## src/rtl/bk_pkg.sv

```systemverilog
// Shared constants for the breakdown feedback monitor: default measurement
// windows, error-bit positions and the monitor state encoding.
`timescale 1ns/1ps
package bk_pkg;

  localparam int DEF_W_MIN   = 800;
  localparam int DEF_W_MAX   = 950;
  localparam int DEF_P_MIN   = 240000;
  localparam int DEF_P_MAX   = 260000;
  localparam int DEF_TIMEOUT = 500000;

  localparam logic [1:0] ERR_WIDTH   = 2'd0;
  localparam logic [1:0] ERR_PERIOD  = 2'd1;
  localparam logic [1:0] ERR_TIMEOUT = 2'd2;

  typedef enum logic [1:0] {
    S_WAIT = 2'd0,
    S_HIGH = 2'd1,
    S_LOW  = 2'd2
  } bk_state_e;

endpackage

```

## src/rtl/bk_sync_edge.sv

```systemverilog
// Two-flop synchroniser for an asynchronous level plus an edge register;
// rise/fall are decoded from the synchronised level.
`timescale 1ns/1ps
module bk_sync_edge (
  input  logic clk,
  input  logic rst,
  input  logic d_async,
  output logic rise,
  output logic fall
);

  logic meta_r;
  logic sync_r;
  logic prev_r;

  // synchroniser chain and previous-level register
  always_ff @(posedge clk or posedge rst) begin
    if (rst) begin
      meta_r <= 1'b0;
      sync_r <= 1'b0;
      prev_r <= 1'b0;
    end else begin
      meta_r <= d_async;
      sync_r <= meta_r;
      prev_r <= sync_r;
    end
  end

  assign rise = sync_r & ~prev_r;
  assign fall = ~sync_r & prev_r;

endmodule

```

## src/rtl/bk_pulse_monitor.sv

```systemverilog
// Breakdown feedback monitor: measures high width and rise-to-rise period of the
// synchronised pulse train and flags out-of-window, stuck-high and timeout faults.
`timescale 1ns/1ps
module bk_pulse_monitor
  import bk_pkg::*;
#(
  parameter int CNT_W   = 20,
  parameter int W_MIN   = DEF_W_MIN,
  parameter int W_MAX   = DEF_W_MAX,
  parameter int P_MIN   = DEF_P_MIN,
  parameter int P_MAX   = DEF_P_MAX,
  parameter int TIMEOUT = DEF_TIMEOUT,
  parameter int OK_CNT  = 4
) (
  input  logic             i_clk_25m,
  input  logic             i_rst,
  input  logic             i_bk_pulse,
  input  logic             i_err_clr,
  output logic             o_meas_valid,
  output logic [CNT_W-1:0] o_width,
  output logic [CNT_W-1:0] o_period,
  output logic             o_bk_ok,
  output logic [2:0]       o_err
);

  localparam int               GW        = $clog2(OK_CNT + 1);
  localparam logic [CNT_W-1:0] ONE_C     = CNT_W'(1);
  localparam logic [CNT_W-1:0] SAT_C     = {CNT_W{1'b1}};
  localparam logic [CNT_W-1:0] W_MIN_C   = CNT_W'(W_MIN);
  localparam logic [CNT_W-1:0] W_MAX_C   = CNT_W'(W_MAX);
  localparam logic [CNT_W-1:0] W_STUCK_C = CNT_W'(W_MAX + 1);
  localparam logic [CNT_W-1:0] P_MIN_C   = CNT_W'(P_MIN);
  localparam logic [CNT_W-1:0] P_MAX_C   = CNT_W'(P_MAX);
  localparam logic [CNT_W-1:0] TO_C      = CNT_W'(TIMEOUT);
  localparam logic [GW-1:0]    OK_C      = GW'(OK_CNT);

  function automatic logic [CNT_W-1:0] sat_inc(input logic [CNT_W-1:0] v);
    return (v == SAT_C) ? v : v + ONE_C;
  endfunction

  // A saturated count means the true value is unknown, so it never passes.
  function automatic logic in_win(input logic [CNT_W-1:0] v,
                                  input logic [CNT_W-1:0] lo,
                                  input logic [CNT_W-1:0] hi);
    return (v != SAT_C) && (v >= lo) && (v <= hi);
  endfunction

  logic             rise_s, fall_s;
  bk_state_e        state_r, state_nx_s;
  logic [CNT_W-1:0] width_cnt_r, width_nx_s;
  logic [CNT_W-1:0] width_lat_r, wlat_nx_s;
  logic [CNT_W-1:0] period_cnt_r, period_nx_s;
  logic [CNT_W-1:0] to_cnt_r, to_nx_s;
  logic [GW-1:0]    good_cnt_r, good_nx_s;
  logic             report_s, clr_good_s, good_pulse_s;
  logic [2:0]       err_set_s;
  logic             meas_valid_r, bk_ok_r;
  logic [CNT_W-1:0] width_r, period_r;
  logic [2:0]       err_r;

  bk_sync_edge u_sync (
    .clk     (i_clk_25m),
    .rst     (i_rst),
    .d_async (i_bk_pulse),
    .rise    (rise_s),
    .fall    (fall_s)
  );

  // next-state, counter and error-set decode
  always_comb begin
    state_nx_s   = state_r;
    width_nx_s   = width_cnt_r;
    wlat_nx_s    = width_lat_r;
    period_nx_s  = rise_s ? ONE_C : sat_inc(period_cnt_r);
    to_nx_s      = rise_s ? ONE_C : sat_inc(to_cnt_r);
    report_s     = 1'b0;
    clr_good_s   = 1'b0;
    err_set_s    = 3'b000;
    good_pulse_s = in_win(width_lat_r, W_MIN_C, W_MAX_C) &&
                   in_win(period_cnt_r, P_MIN_C, P_MAX_C);
    good_nx_s    = good_cnt_r;

    case (state_r)
      S_WAIT: begin
        if (rise_s) begin
          state_nx_s = S_HIGH;
          width_nx_s = ONE_C;
        end else begin
          state_nx_s = S_WAIT;
        end
      end
      S_HIGH: begin
        width_nx_s = sat_inc(width_cnt_r);
        // stuck-high is flagged once, the cycle the width first exceeds the window
        if (width_cnt_r == W_STUCK_C) begin
          err_set_s[ERR_WIDTH] = 1'b1;
          clr_good_s           = 1'b1;
        end else begin
          clr_good_s = 1'b0;
        end
        if (fall_s) begin
          wlat_nx_s  = width_cnt_r;
          state_nx_s = S_LOW;
        end else begin
          state_nx_s = S_HIGH;
        end
      end
      S_LOW: begin
        if (rise_s) begin
          state_nx_s            = S_HIGH;
          width_nx_s            = ONE_C;
          report_s              = 1'b1;
          err_set_s[ERR_WIDTH]  = !in_win(width_lat_r, W_MIN_C, W_MAX_C);
          err_set_s[ERR_PERIOD] = !in_win(period_cnt_r, P_MIN_C, P_MAX_C);
        end else begin
          state_nx_s = S_LOW;
        end
      end
      default: state_nx_s = S_WAIT;
    endcase

    if (!rise_s && (to_cnt_r == TO_C)) begin
      err_set_s[ERR_TIMEOUT] = 1'b1;
      clr_good_s             = 1'b1;
      state_nx_s             = S_WAIT;
    end else begin
      err_set_s[ERR_TIMEOUT] = 1'b0;
    end

    if (clr_good_s) begin
      good_nx_s = {GW{1'b0}};
    end else if (report_s && good_pulse_s) begin
      good_nx_s = (good_cnt_r == OK_C) ? good_cnt_r : good_cnt_r + GW'(1);
    end else if (report_s) begin
      good_nx_s = {GW{1'b0}};
    end else begin
      good_nx_s = good_cnt_r;
    end
  end

  // state, counters and registered outputs
  always_ff @(posedge i_clk_25m or posedge i_rst) begin
    if (i_rst) begin
      state_r      <= S_WAIT;
      width_cnt_r  <= {CNT_W{1'b0}};
      width_lat_r  <= {CNT_W{1'b0}};
      period_cnt_r <= {CNT_W{1'b0}};
      to_cnt_r     <= {CNT_W{1'b0}};
      good_cnt_r   <= {GW{1'b0}};
      meas_valid_r <= 1'b0;
      width_r      <= {CNT_W{1'b0}};
      period_r     <= {CNT_W{1'b0}};
      bk_ok_r      <= 1'b0;
      err_r        <= 3'b000;
    end else begin
      state_r      <= state_nx_s;
      width_cnt_r  <= width_nx_s;
      width_lat_r  <= wlat_nx_s;
      period_cnt_r <= period_nx_s;
      to_cnt_r     <= to_nx_s;
      good_cnt_r   <= good_nx_s;
      meas_valid_r <= report_s;
      if (report_s) begin
        width_r  <= width_lat_r;
        period_r <= period_cnt_r;
      end
      bk_ok_r <= (good_nx_s == OK_C);
      // a bit set this cycle survives a simultaneous clear
      err_r   <= (i_err_clr ? 3'b000 : err_r) | err_set_s;
    end
  end

  assign o_meas_valid = meas_valid_r;
  assign o_width      = width_r;
  assign o_period     = period_r;
  assign o_bk_ok      = bk_ok_r;
  assign o_err        = err_r;

endmodule
```

## config.mk

```make
export PLATFORM = sky130hd
export DESIGN_NAME = bk_pulse_monitor
export DESIGN_NICKNAME = d
export VERILOG_FILES = /design/src/rtl/bk_pkg.sv /design/src/rtl/bk_sync_edge.sv /design/src/rtl/bk_pulse_monitor.sv
export SDC_FILE = /design/constraint.sdc
export NUM_CORES = 1
export LEC_CHECK = 0
export CORE_ASPECT_RATIO = 1.4
export CORE_MARGIN = 1.5
export CORE_UTILIZATION = 58
export DETAILED_ROUTE_END_ITERATION = 16
export GPL_TIMING_DRIVEN = 0
export PLACE_DENSITY_LB_ADDON = 0.12
export SKIP_CTS_REPAIR_TIMING = 1
export SLEW_MARGIN = 20
export SYNTH_ARGS = -nofsm -noshare
export SYNTH_HDL_FRONTEND = slang
export SYNTH_SLANG_ARGS = --single-unit
export TNS_END_PERCENT = 30
```

## constraint.sdc

```tcl
create_clock -name i_clk_25m -period 5.3 [get_ports i_clk_25m]
set_input_delay 1.06 -clock i_clk_25m [delete_from_list [all_inputs] [get_ports i_clk_25m]]
set_output_delay 1.06 -clock i_clk_25m [all_outputs]
set_load 0.02 [all_outputs]
```

======== Yosys cells after proc, flatten, opt, wreduce, memory -nomap -nowiden ========
Index checks and enable logic that the tools add are counted.
Widths: inputs -> output; s select.
word-level totals
  register bits after elaboration ......... 133
  input bits .............................. 4
  output and inout port bits .............. 45
  word-level logic and storage cells ...... 83
operators by class
  add/sub/neg operators ................... 4
  order comparisons ....................... 4
  equal/unequal tests ..................... 15
  mux-type cells .......................... 26
  bitwise logic cells ..................... 5
  reductions and logical operators ........ 15
operator list
  operator               number
  $mux 20                6
  $add 20x1->20 const B  3
  $eq 20x20->1 const B   3
  $ne 20x20->1 const B   2
  $pmux 20 s2            1
  $eq 20x10->1 const B   1
  $eq 20x19->1 const B   1
  $ge 20x10->1 const B   1
  $ge 20x18->1 const B   1
  $le 20x10->1 const B   1
  $le 20x18->1 const B   1
  $mux 3                 5
  $mux 1                 8
  $mux 2                 4
  $logic_and 1x1->1      7
  $eq 3x3->1 const B     2
  $ne 2x2->1 const B     3
  $pmux 2 s3             1
  $add 3x1->3 const B    1
  $logic_not 1->1        3
  $or 3x3->3             1
  $reduce_and 3->1       1
  $and 1x1->1            2
  $eq 2x1->1 const B     1
  other kinds (8)        9

======== Logic depth before layout (Yosys ltp) ========
Gate-level depths: netlist (run 1).
  depth after elaboration ................. 8
  mapped depth ............................ 10

======== Modules after synthesis ========
From an unflattened synthesis (run 1), not the netlist that was laid out.
second synthesis, totals
  cell total of the unflattened synthesis .. 673
  area total of the unflattened synthesis .. 6546.3 um^2
by module, submodules not included
  module            instances  cells each  area each (um^2)
  bk_pulse_monitor  1          667         6452.4
  bk_sync_edge      1          6           93.8

======== Worst setup path after synthesis (run 1) ========
OpenSTA, ideal clock, no wires.
  kind .................................... flip-flop to flip-flop
  start ................................... register state_r[0]
  end ..................................... register width_cnt_r[17]
  setup time .............................. 0.129 ns
  arrival time ............................ 1.783 ns
  required time ........................... 5.171 ns
  path slack .............................. 3.388 ns
  stages on the path, launching flop included .. 11
  buffers on the path ..................... 2
  clock period less this slack ............ 1.912 ns
  path through ............................ dfrtp_1 -> inv_1 -> ha_1 -> or2_1 -> buf_6 -> a21oi_4 -> o21ai_2 -> buf_6 -> nor4_1 -> xnor2_1 -> nor2_1
on the way
  longest elaborated chain between the ends .. 4
  elaborated cells on any way between the ends .. 9
  those cells by class .................... eq/ne: 4; mux: 1; reduce/logical: 4
RTL lines
  item                                                                     RTL line                 text
  start, declared                                                          bk_pulse_monitor.sv:49   bk_state_e state_r, state_nx_s;
  start signal, assigned                                                   bk_pulse_monitor.sv:156  state_r <= state_nx_s;
  $eq 2x2->1 / $logic_not 2->1 (equally long branches)                     bk_pulse_monitor.sv:83   case (state_r)
  $reduce_or 2->1 (no source line)                                         -
  $ne 2x1->1 (no source line) / $reduce_bool 2->1 (equally long branches)  -
  $reduce_and 3->1 (no source line)                                        -
  end signal, assigned                                                     bk_pulse_monitor.sv:145  width_cnt_r <= {CNT_W{1'b0}};
  end signal, assigned                                                     bk_pulse_monitor.sv:157  width_cnt_r <= width_nx_s;
  end, declared                                                            bk_pulse_monitor.sv:50   logic [CNT_W-1:0] width_cnt_r, width_nx_s;
Parallel ways exist; a longest one is shown, timed or not.
A chain may end at the register's enable or synchronous reset.

======== Worst setup path after layout (run 1) ========
  start ................................... register width_r[6], in the netlist o_width[6]
  end ..................................... output port o_width[6]
RTL lines
  item                    RTL line                 text
  start, declared         bk_pulse_monitor.sv:58   logic [CNT_W-1:0] width_r, period_r;
  start signal, assigned  bk_pulse_monitor.sv:151  width_r <= {CNT_W{1'b0}};
  start signal, assigned  bk_pulse_monitor.sv:164  width_r <= width_lat_r;
  end, declared           bk_pulse_monitor.sv:20   output logic [CNT_W-1:0] o_width,
No word-level cell between the ends.

==> results by group, run 1 <==
Worst setup path
  – FF-to-FF setup slack: a little over 3000 ps
  – R2r startpoint: state_r[0]
  – Crit-path max cell delay: slightly above 600 ps
  – Crit Path Category: reg -> out
  – CP arrival: ~1400 ps
  – Worst path depth: 1
  – Critical path fanouts, max: 2
  – FF-to-FF End: o_period[12]
  – Largest delay contributor family on the critical path: buffers and inverters
  – Buffers and inverters on the worst path: 1
  – CP endpoint kind: output pin
  – Crit-path cells: clkdlybuf4s50_1
  – WP data required: approximately 4200 ps
  – Setup crit start kind: register
  – Reg2Reg Depth: 8
  – Slowest stage cell, crit path: clkdlybuf4s50_1

Power
  – Highest ir drop seen on vdd: 0.281 mV
  – Power consumption: about 2800 µW
  – Lkg Pwr: approximately 0.0035 µW
  – Power per cell area: between 300 and 400 nW/µm²

Route
  – DR pass1 iterations: 5
  – Remaining DRCs: 0
  – Detailed-route vias per instance: between 5 and 6
  – 1st-iter DRT viols: approximately 330
  – Post-Route WL: roughly 14000 µm
  – Vias: about 4900
  – Post-route ant nets: 0
  – Wirelength per Cell: between 15 and 20 µm

Synth
  – Warnings from Yosys: 0
  – Netlist cell types: 65
  – Seq/Total Area, Yosys: 52.7%
  – Post-Syn Instances: 644
  – Synth Net Count: between 600 and 700
  – Mean post-synth cell area: 9.80 µm²
  – Cell taking the most area after synthesis: dfrtp_1
  – Yosys top cell area share: 52.7%
  – Post-Syn Area: approximately 6300 µm²
  – Synthesized flop and latch total: 133
  – Ys flop type: dfrtp_1
  – Ranking of synthesized cells by area: dfrtp_1 (53%), nand2_1 (9.0%), xnor2_1 (4.2%), nor2_1 (3.7%), mux2_2 (3.0%)
  – Post-synth EDFFs: 0
  – Share of flip-flops with an asynchronous set or reset: 100%

Clocking
  – # H-tree levels: 4
  – Worst-skew pair later-pin latency: ~400 ps
  – CTS root buffer: clkbuf_16
  – CTS buffer count: 17
  – CTS tree: yes
  – CTS sink cnt: between 100 and 150
  – Clock buffer depth: 2
  – Reg clk slew, reported paths: roughly 60 ps

Global route
  – Vias in the first global route: just under 5000
  – GRT Total Usage: approximately a quarter
  – First-pass GRT wire length: 23700 µm
  – GR Overflow Total: 0
  – Initial antenna violation count: 0
  – Pin count of the biggest net entering global routing: approximately 100

Finish
  – Total inserted antenna cells: 0
  – Layout cells sized above 1: between 10% and 20%
  – Final non-filler cell total: 863
  – Layout filler cell count: 757
  – Final Instance Area: ~7600 µm²
  – Nets: 727
  – Area growth syn-to-layout: 20.5%

STA
  – Post-route clock period utilization: between 40% and 50%
  – Post-layout min period: between 2000 and 2500 ps
  – Slew @ Worst Pin: 767 ps
  – Final Slew Violations: 0
  – Setup Skew: around 7.4 ps
  – Max frequency: about 410 MHz
  – Setup TNS: 0 ps
  – Fin. Hold Viols: 0
  – RSZ-0062 raised after global routing: no
  – # setup viols final: 0
  – Slew margin rel.: around 48%
  – Setup ws final: 2840 ps

Placed design
  – Port bufs: between 40 and 50
  – Post-DP HPWL: around 9500 µm
  – Setup Slack @ Placement: 3100 ps
  – Dpl cell area: between 7000 and 8000 µm²
  – GP Congestion: roughly 0.90
  – Dpl cells: slightly above 800

Die
  – Die height: 126 µm
  – Die footprint: 11500 µm²
  – Core box area: ~10000 µm²
  – Die Width: ~90 µm
  – Initial Utilization: between 60% and 70%
  – Rows: 44
  – Boundary pin count: just under 50

Job
  – Maximum Capacitance Violations: 0

Worst hold path
  – Worst min path class: reg -> reg
  – Hold wc startpoint: u_sync.meta_r
  – Worst Hold Path EP: u_sync.sync_r
  – WHS Path Cells: 0

Run status
  – Status: finished clean
-- where the power goes --
group | internal, µW | leakage (µW) | switching, µW
Sequential | 1100 | 0.00182 | 78.6
Combinational | 189 | 0.00140 | 276
Clock | 745 | 0.000280 | 451
-- worst reg2reg max path: stages (launching register included) --
cell      delay (ps)
dfrtp_1          400
inv_1             90
ha_1             220
nand2_1          190
inv_1            200
buf_1            430
clkbuf_1         390
nand2_1          130
nand2_1           70
-- sequential cells by signal, summed over array words and instances, names as in the netlist, 3 cells and up --
name / count
o_period: 20
o_width: 20
period_cnt_r: 20
to_cnt_r: 20
width_cnt_r: 20
width_lat_r: 20
good_cnt_r: 3
o_err: 3
-- routing by layer --
| metal | track usage [%] | vias to the layer above | share of wire [%] |
|---|---|---|---|
| li1 | - | 2342 | - |
| met1 | 33.2 | 2445 | 44 |
| met2 | 44.1 | 140 | 51 |
| met3 | 5.10 | 18 | 4.0 |
| met4 | 8.36 | 0 | 1.7 |
| met5 | 0 | - | 0 |
-- Yosys cell counts, types with 11 or more instances --
cell      count
nand2_1     152
dfrtp_1     133
nor2_1       62
xnor2_1      30
o21ai_0      20
inv_1        19
nor3_1       19
mux2_2       17
nand4_1      17
nand3_1      15
clkbuf_1     14
xor2_1       14
nor4_1       13
ha_1         11
-- kinds of logic (layout without fill, tap and decap cells) --
kind of cell    after synthesis  count (layout)  share of synthesized area (%)
xor+xnor                     44              44                           6.11
compound gates               64              64                           7.43
fa+ha+maj                    11              11                           2.18
simple gates                329             329                           25.2
mux                          18              18                           3.19
flops                       133             133                           52.7
buf+inv                      45             126                           3.21
-- stage by stage --
step | hold WS, ps | utilization [%]
2_1_floorplan | 331 | -
6_report | 351 | 72.7
3_3_place_gp | 333 | 66.6
3_5_place_dp | 342 | 66.9
5_1_grt | 362 | 72.7
4_1_cts | 355 | 72.7
-- layout by cell type (no fill, tap or decap), types with 3 or more instances in the layout --
master	Yosys	routed
a211oi_1	5	5
a21oi_1	10	10
a31oi_1	3	3
and2_1	4	4
and3_1	10	10
and4_1	5	5
buf_2	6	6
buf_6	3	3
bufinv_16	0	3
clkbuf_1	14	15
clkbuf_16	0	17
clkdlybuf4s50_1	0	48
clkinvlp_4	0	5
dfrtp_1	133	133
ha_1	11	11
inv_1	19	18
inv_6	0	4
mux2_2	17	17
nand2_1	152	152
nand2b_1	3	3
nand3_1	15	15
nand4_1	17	17
nor2_1	62	62
nor3_1	19	19
nor3_2	3	3
nor4_1	13	13
nor4b_1	4	4
o21ai_0	20	20
or3_1	3	3
xnor2_1	30	30
xor2_1	14	14
-- final cells by class --
type                            instances  area (µm²)  share of cell area [%]
Timing Repair Buffer                   49         508                    6.68
Inverter                               19        78.8                    1.04
Clock inverter                         14         176                    2.32
Clock buffer                           18         429                    5.64
Tap cell                              138         173                    2.27
Buffer                                 26         131                    1.73
Multi-Input combinational cell        466        2780                    36.6
Sequential cell                       133        3330                    43.8
-- worst max-delay path by stage --
stage                 start       endpoint  slack, ps
2_1_floorplan         i_rst  good_cnt_r[0]        690
3_3_place_gp          i_rst    o_width[10]       -980
3_5_place_dp          i_rst    o_width[14]       3100
4_1_cts        o_period[18]   o_period[18]       2820
5_1_grt         o_width[10]    o_width[10]       2800
6_report         o_width[6]     o_width[6]       2840
(Power assumes the default switching activity.)
==> run 2: changes to the inputs <==
clock period = 2.5 ns   (was 5.3 ns; I/O delays follow)
==> run 2 against run 1 <==
Against the previous run: final cell count rose by 0.35%; sequential share of layout area fell by 0.39 points; first-iteration DRC count fell by 16%; sequential power rose by 110%; critical path type is now reg -> reg; via count fell by 0.93%; final area rose by 0.89%; wire length fell by 0.46%; global-route usage fell by 0.14 points; clock power rose by 110%.
==> results by group, run 2 (synthesis gave the netlist of run 1 again) <==
Finish
  – Layout filler cell count: about 760
  – Most common cell after layout, fill and taps aside: nand2_1
  – Reg area: around 3300 µm²
  – Commonest non-fill, non-tap cells in the layout: nand2_1 (152), dfrtp_1 (133), nor2_1 (62)
  – Total inserted antenna cells: 0
  – Nets: 730
  – Multi-input logic area: 2780 µm²
  – Layout cells sized above 1: 11.7%
  – Final Instance Area: between 7000 and 8000 µm²
  – Area growth syn-to-layout: 21.6%

Worst setup path
  – Critical path fanouts, max: 10
  – Crit-path most repeated cell: nand2_1
  – CP endpoint kind: register
  – R2r startpoint: state_r[0]
  – Crit-path cells: inv_1 -> ha_1 -> nand2_1 -> inv_1 -> buf_1 -> clkbuf_1 -> nand2_1 -> nand2_1
  – Crit-path max cell delay: around 480 ps
  – Slowest stage cell, crit path: buf_1
  – FF-to-FF setup slack: roughly 230 ps
  – CP Launch Point: state_r[0]
  – Setup crit start kind: register
  – CP arrival: 2630 ps
  – Crit Path Category: reg -> reg
  – WP data required: 2850 ps

Global route
  – Vias in the first global route: 4856
  – Pin count of the biggest net entering global routing: 37
  – First-pass GRT wire length: between 20000 and 25000 µm
  – GRT Total Usage: between 20% and 30%
  – GR Overflow Total: 0
  – Initial antenna violation count: 0

Route
  – Post-route ant nets: 0
  – DR pass1 iterations: 5
  – 1st-iter DRT viols: 279
  – Post-Route WL: around 14000 µm
  – Vias: between 4000 and 5000
  – Wirelength per Cell: 15.9 µm
  – Detailed-route vias per instance: between 5 and 6
  – Remaining DRCs: 0

STA
  – Max frequency: 440 MHz
  – Fin. Hold Viols: 0
  – # setup viols final: 0
  – Setup Skew: 7.63 ps
  – RSZ-0062 raised after global routing: no
  – Post-layout min period: roughly 2300 ps
  – Post-route clock period utilization: between 90% and 100%
  – Slew @ Worst Pin: slightly above 800 ps
  – Slew margin rel.: between 40 and 50%
  – Setup ws final: ~230 ps
  – Final Slew Violations: 0

Die
  – Rows: 44
  – Boundary pin count: 49
  – Initial Utilization: between 60 and 70%
  – Die Width: about 91 µm
  – Die height: approximately 130 µm
  – Die footprint: between 10000 and 15000 µm²
  – Core box area: 10500 µm²

Power
  – Highest ir drop seen on vdd: ~0.62 mV
  – Lkg Pwr: about 0.0035 µW
  – Power per cell area: 786 nW/µm²

Placed design
  – Post-DP HPWL: between 9000 and 10000 µm
  – Port bufs: 48
  – Dpl cell area: between 7000 and 8000 µm²
  – Setup Slack @ Placement: roughly 290 ps
  – GP Congestion: 0.925

Clocking
  – CTS sink cnt: about 130
  – Reg clk slew, reported paths: roughly 60 ps
  – CTS root buffer: clkbuf_16
  – # H-tree levels: 4
  – CTS buffer count: 17
  – Clock buffer depth: 2
  – CTS tree: yes
  – Worst-skew pair later-pin latency: ~420 ps

Worst hold path
  – Worst min path class: reg -> reg
  – Hold wc startpoint: u_sync.meta_r

Run status
  – Status: finished clean

Job
  – Maximum Capacitance Violations: 0
==> run 2: cell count changes in the layout (fill, tap and decap cells not counted), sizes merged <==
cell      delta
buf          +3
clkinv       +6
clkinvlp     -3
inv          -3
==> run 2: layout make-up <==
| cell class | count | area share (%) |
|---|---|---|
| Clock buffer | 18 | 5.72 |
| Inverter | 19 | 0.978 |
| Timing Repair Buffer | 52 | 7.40 |
| Buffer | 26 | 1.71 |
| Sequential cell | 133 | 43.4 |
| Clock inverter | 14 | 2.32 |
| Tap cell | 138 | 2.25 |
| Multi-Input combinational cell | 466 | 36.2 |
==> run 2: worst max-delay path, delay by kind of cell (launching register included) <==
family | cells | cell delay (ps)
adder cells (fa/ha/maj) | 1 | 210
buffers and inverters | 4 | 1190
flip-flops | 1 | 400
AND/OR/NAND/NOR | 3 | 400
==> run 2: metal layers <==
layer / part of all wire (%) / global-route usage, % / up-vias
li1: - / - / 2359
met1: 44 / 33.7 / 2380
met2: 50 / 42.1 / 135
met3: 3.6 / 5.46 / 25
met4: 2.3 / 9.83 / 0
met5: 0 / 0 / -
==> run 2: metrics by stage <==
step / hold slack (ps) / setup TNS (ps) / total power, µW / cells / util, %
after floorplan: 331 / 0 / 3170 / 644 / -
after global placement: 333 / -98010 / 3450 / 830 / 66.6
after detailed placement: 337 / 0 / 3500 / 834 / 67.5
after CTS: 356 / 0 / 6060 / 866 / 73.4
after global routing: 359 / 0 / 6300 / 866 / 73.4
final: 353 / 0 / 6030 / 866 / 73.4
==> run 2: report_power, final <==
part	leakage, µW	internal [µW]	switching [µW]
Clock	0.000301	1600	942
Combinational	0.00142	408	580
Sequential	0.00182	2330	169
Total	0.00354	4340	1690
==> run 2: final timing paths <==
path                            endpoint  depth (start not counted)
hold / removal             u_sync.sync_r                          0
setup reg to reg            o_period[17]                          8
min in group asynchronous   to_cnt_r[16]                          2
hold reg to reg            u_sync.sync_r                          0
max in group asynchronous    o_width[11]                          6
setup / recovery            o_period[17]                          8
==> run 3: changes to the inputs <==
CORE_UTILIZATION = 43   (was 58)
==> run 3 against run 2 <==
Against the previous run: via count decreased by 2.5%; final cell count up 5.9%; worst hold slack lost 4.6 ps; setup slack better by 85 ps.
==> results by group, run 3 (synthesis gave the netlist of run 1 again) <==
Clocking
  – Reg clk slew, reported paths: roughly 60 ps
  – CTS tree: yes
  – # H-tree levels: 4
  – CTS buffer count: 17
  – Worst-skew pair later-pin latency: a little over 400 ps
  – Clock buffer depth: 2
  – CTS root buffer: clkbuf_16
  – CTS sink cnt: about 130

Finish
  – Layout filler cell count: 1303
  – Post-Route Utilization: 53.6%
  – Final non-filler cell total: between 900 and 1000
  – Area growth syn-to-layout: 22.0%
  – Commonest non-fill, non-tap cells in the layout: nand2_1 (152), dfrtp_1 (133), nor2_1 (62)
  – Nets: 730
  – Total inserted antenna cells: 0
  – Most common cell after layout, fill and taps aside: nand2_1
  – Layout cells sized above 1: a little under an eighth

Placed design
  – Port bufs: 48
  – Setup Slack @ Placement: between 300 and 400 ps
  – Post-DP HPWL: between 10000 and 15000 µm
  – GP Congestion: ~0.89
  – Dpl cells: 885

Worst setup path
  – CP arrival: around 2500 ps
  – Slowest stage cell, crit path: buf_1
  – R2r startpoint: state_r[0]
  – Crit Path Category: reg -> reg
  – Crit-path cells: inv_1 -> ha_1 -> nand2_1 -> inv_1 -> buf_1 -> clkbuf_1 -> nand2_1 -> nand2_1
  – WP data required: around 2900 ps
  – Crit-path max cell delay: around 460 ps
  – Critical path fanouts, max: 10
  – CP Launch Point: state_r[0]
  – Crit-path most repeated cell: nand2_1
  – CP endpoint kind: register
  – Setup crit start kind: register

Route
  – 1st-iter DRT viols: between 300 and 400
  – Post-route ant nets: 0
  – Wirelength per Cell: 15.3 µm
  – Remaining DRCs: 0
  – Detailed-route vias per instance: 5.21
  – Post-Route WL: between 10000 and 15000 µm
  – DR pass1 iterations: 5
  – Vias: between 4000 and 5000

STA
  – Fin. Hold Viols: 0
  – RSZ-0062 raised after global routing: no
  – Final Slew Violations: 0
  – Slew margin rel.: roughly 50%
  – Slew @ Worst Pin: between 700 and 800 ps
  – Max frequency: about 460 MHz
  – Post-layout min period: ~2200 ps
  – # setup viols final: 0
  – Setup Skew: between 9 and 10 ps
  – Fin Hold WS: 348 ps
  – Setup ws final: slightly above 300 ps
  – Post-route clock period utilization: between 80% and 90%

Job
  – Maximum Capacitance Violations: 0

Power
  – Highest ir drop seen on vdd: about 0.41 mV
  – Lkg Pwr: ~0.0035 µW
  – Power consumption: approximately 6000 µW
  – Power per cell area: a little under 800 nW/µm²

Global route
  – First-pass GRT wire length: about 24000 µm
  – Vias in the first global route: approximately 4800
  – GRT Total Usage: approximately a fifth
  – Initial antenna violation count: 0
  – Pin count of the biggest net entering global routing: 34
  – GR Overflow Total: 0

Die
  – Die height: around 150 µm
  – Die Width: ~110 µm
  – Rows: 52
  – Core box area: 14400 µm²
  – Initial Utilization: between 40 and 50%
  – Boundary pin count: 49
  – Die footprint: 15400 µm²

Worst hold path
  – Hold wc startpoint: u_sync.meta_r
  – Worst min path class: reg -> reg

Run status
  – Status: finished clean
[run 3: metal layers]
| layer | share of wire [%] | vias up | track usage (%) |
|---|---|---|---|
| li1 | - | 2348 | - |
| met3 | 2.5 | 14 | 3.13 |
| met1 | 46 | 2324 | 25.8 |
| met2 | 50 | 92 | 33.0 |
| met5 | 0 | - | 0 |
| met4 | 1.3 | 0 | 7.53 |
[run 3: power by group]
group | leakage [µW] | internal, µW | switching [µW]
combinational | 0.00141 | 407 | 576
clock | 0.000283 | 1500 | 983
sequential | 0.00182 | 2330 | 163
[run 3: path summary, 6_finish.rpt]
| check | endpoint | slack [ps] | cells past startpoint |
|---|---|---|---|
| worst max register to register | o_period[18] | 310 | 8 |
| min in group asynchronous | to_cnt_r[15] | 420 | 2 |
| worst min-delay path | u_sync.sync_r | 350 | 0 |
| worst max-delay path | o_period[18] | 310 | 8 |
| worst min register to register | u_sync.sync_r | 350 | 0 |
| max in group asynchronous | width_lat_r[11] | 1130 | 5 |
[run 3: layout make-up]
type,instances,area [µm²],share of cell area (%)
inverter,19,75.1,0.975
sequential,133,3330,43.2
tap,189,236,3.07
clock inverter,14,150,1.95
buffer,26,131,1.71
clock buffer,18,439,5.70
timing repair buffer,52,561,7.28
multi-input combinational,466,2780,36.1
[run 3: stage by stage]
stage          area (µm²)  TNS (ps)
6_report             7700         0
3_3_place_gp         7030   -109890
3_5_place_dp         7110         0
4_1_cts              7700         0
2_1_floorplan        6320         0
5_1_grt              7700         0
[run 3: worst max-delay path: cells and delay by family, from the launching register on]
kind / cells / cell delay, ps
buffers and inverters: 4 / 1160
adder cells (fa/ha/maj): 1 / 200
flip-flops: 1 / 400
AND/OR/NAND/NOR: 3 / 370
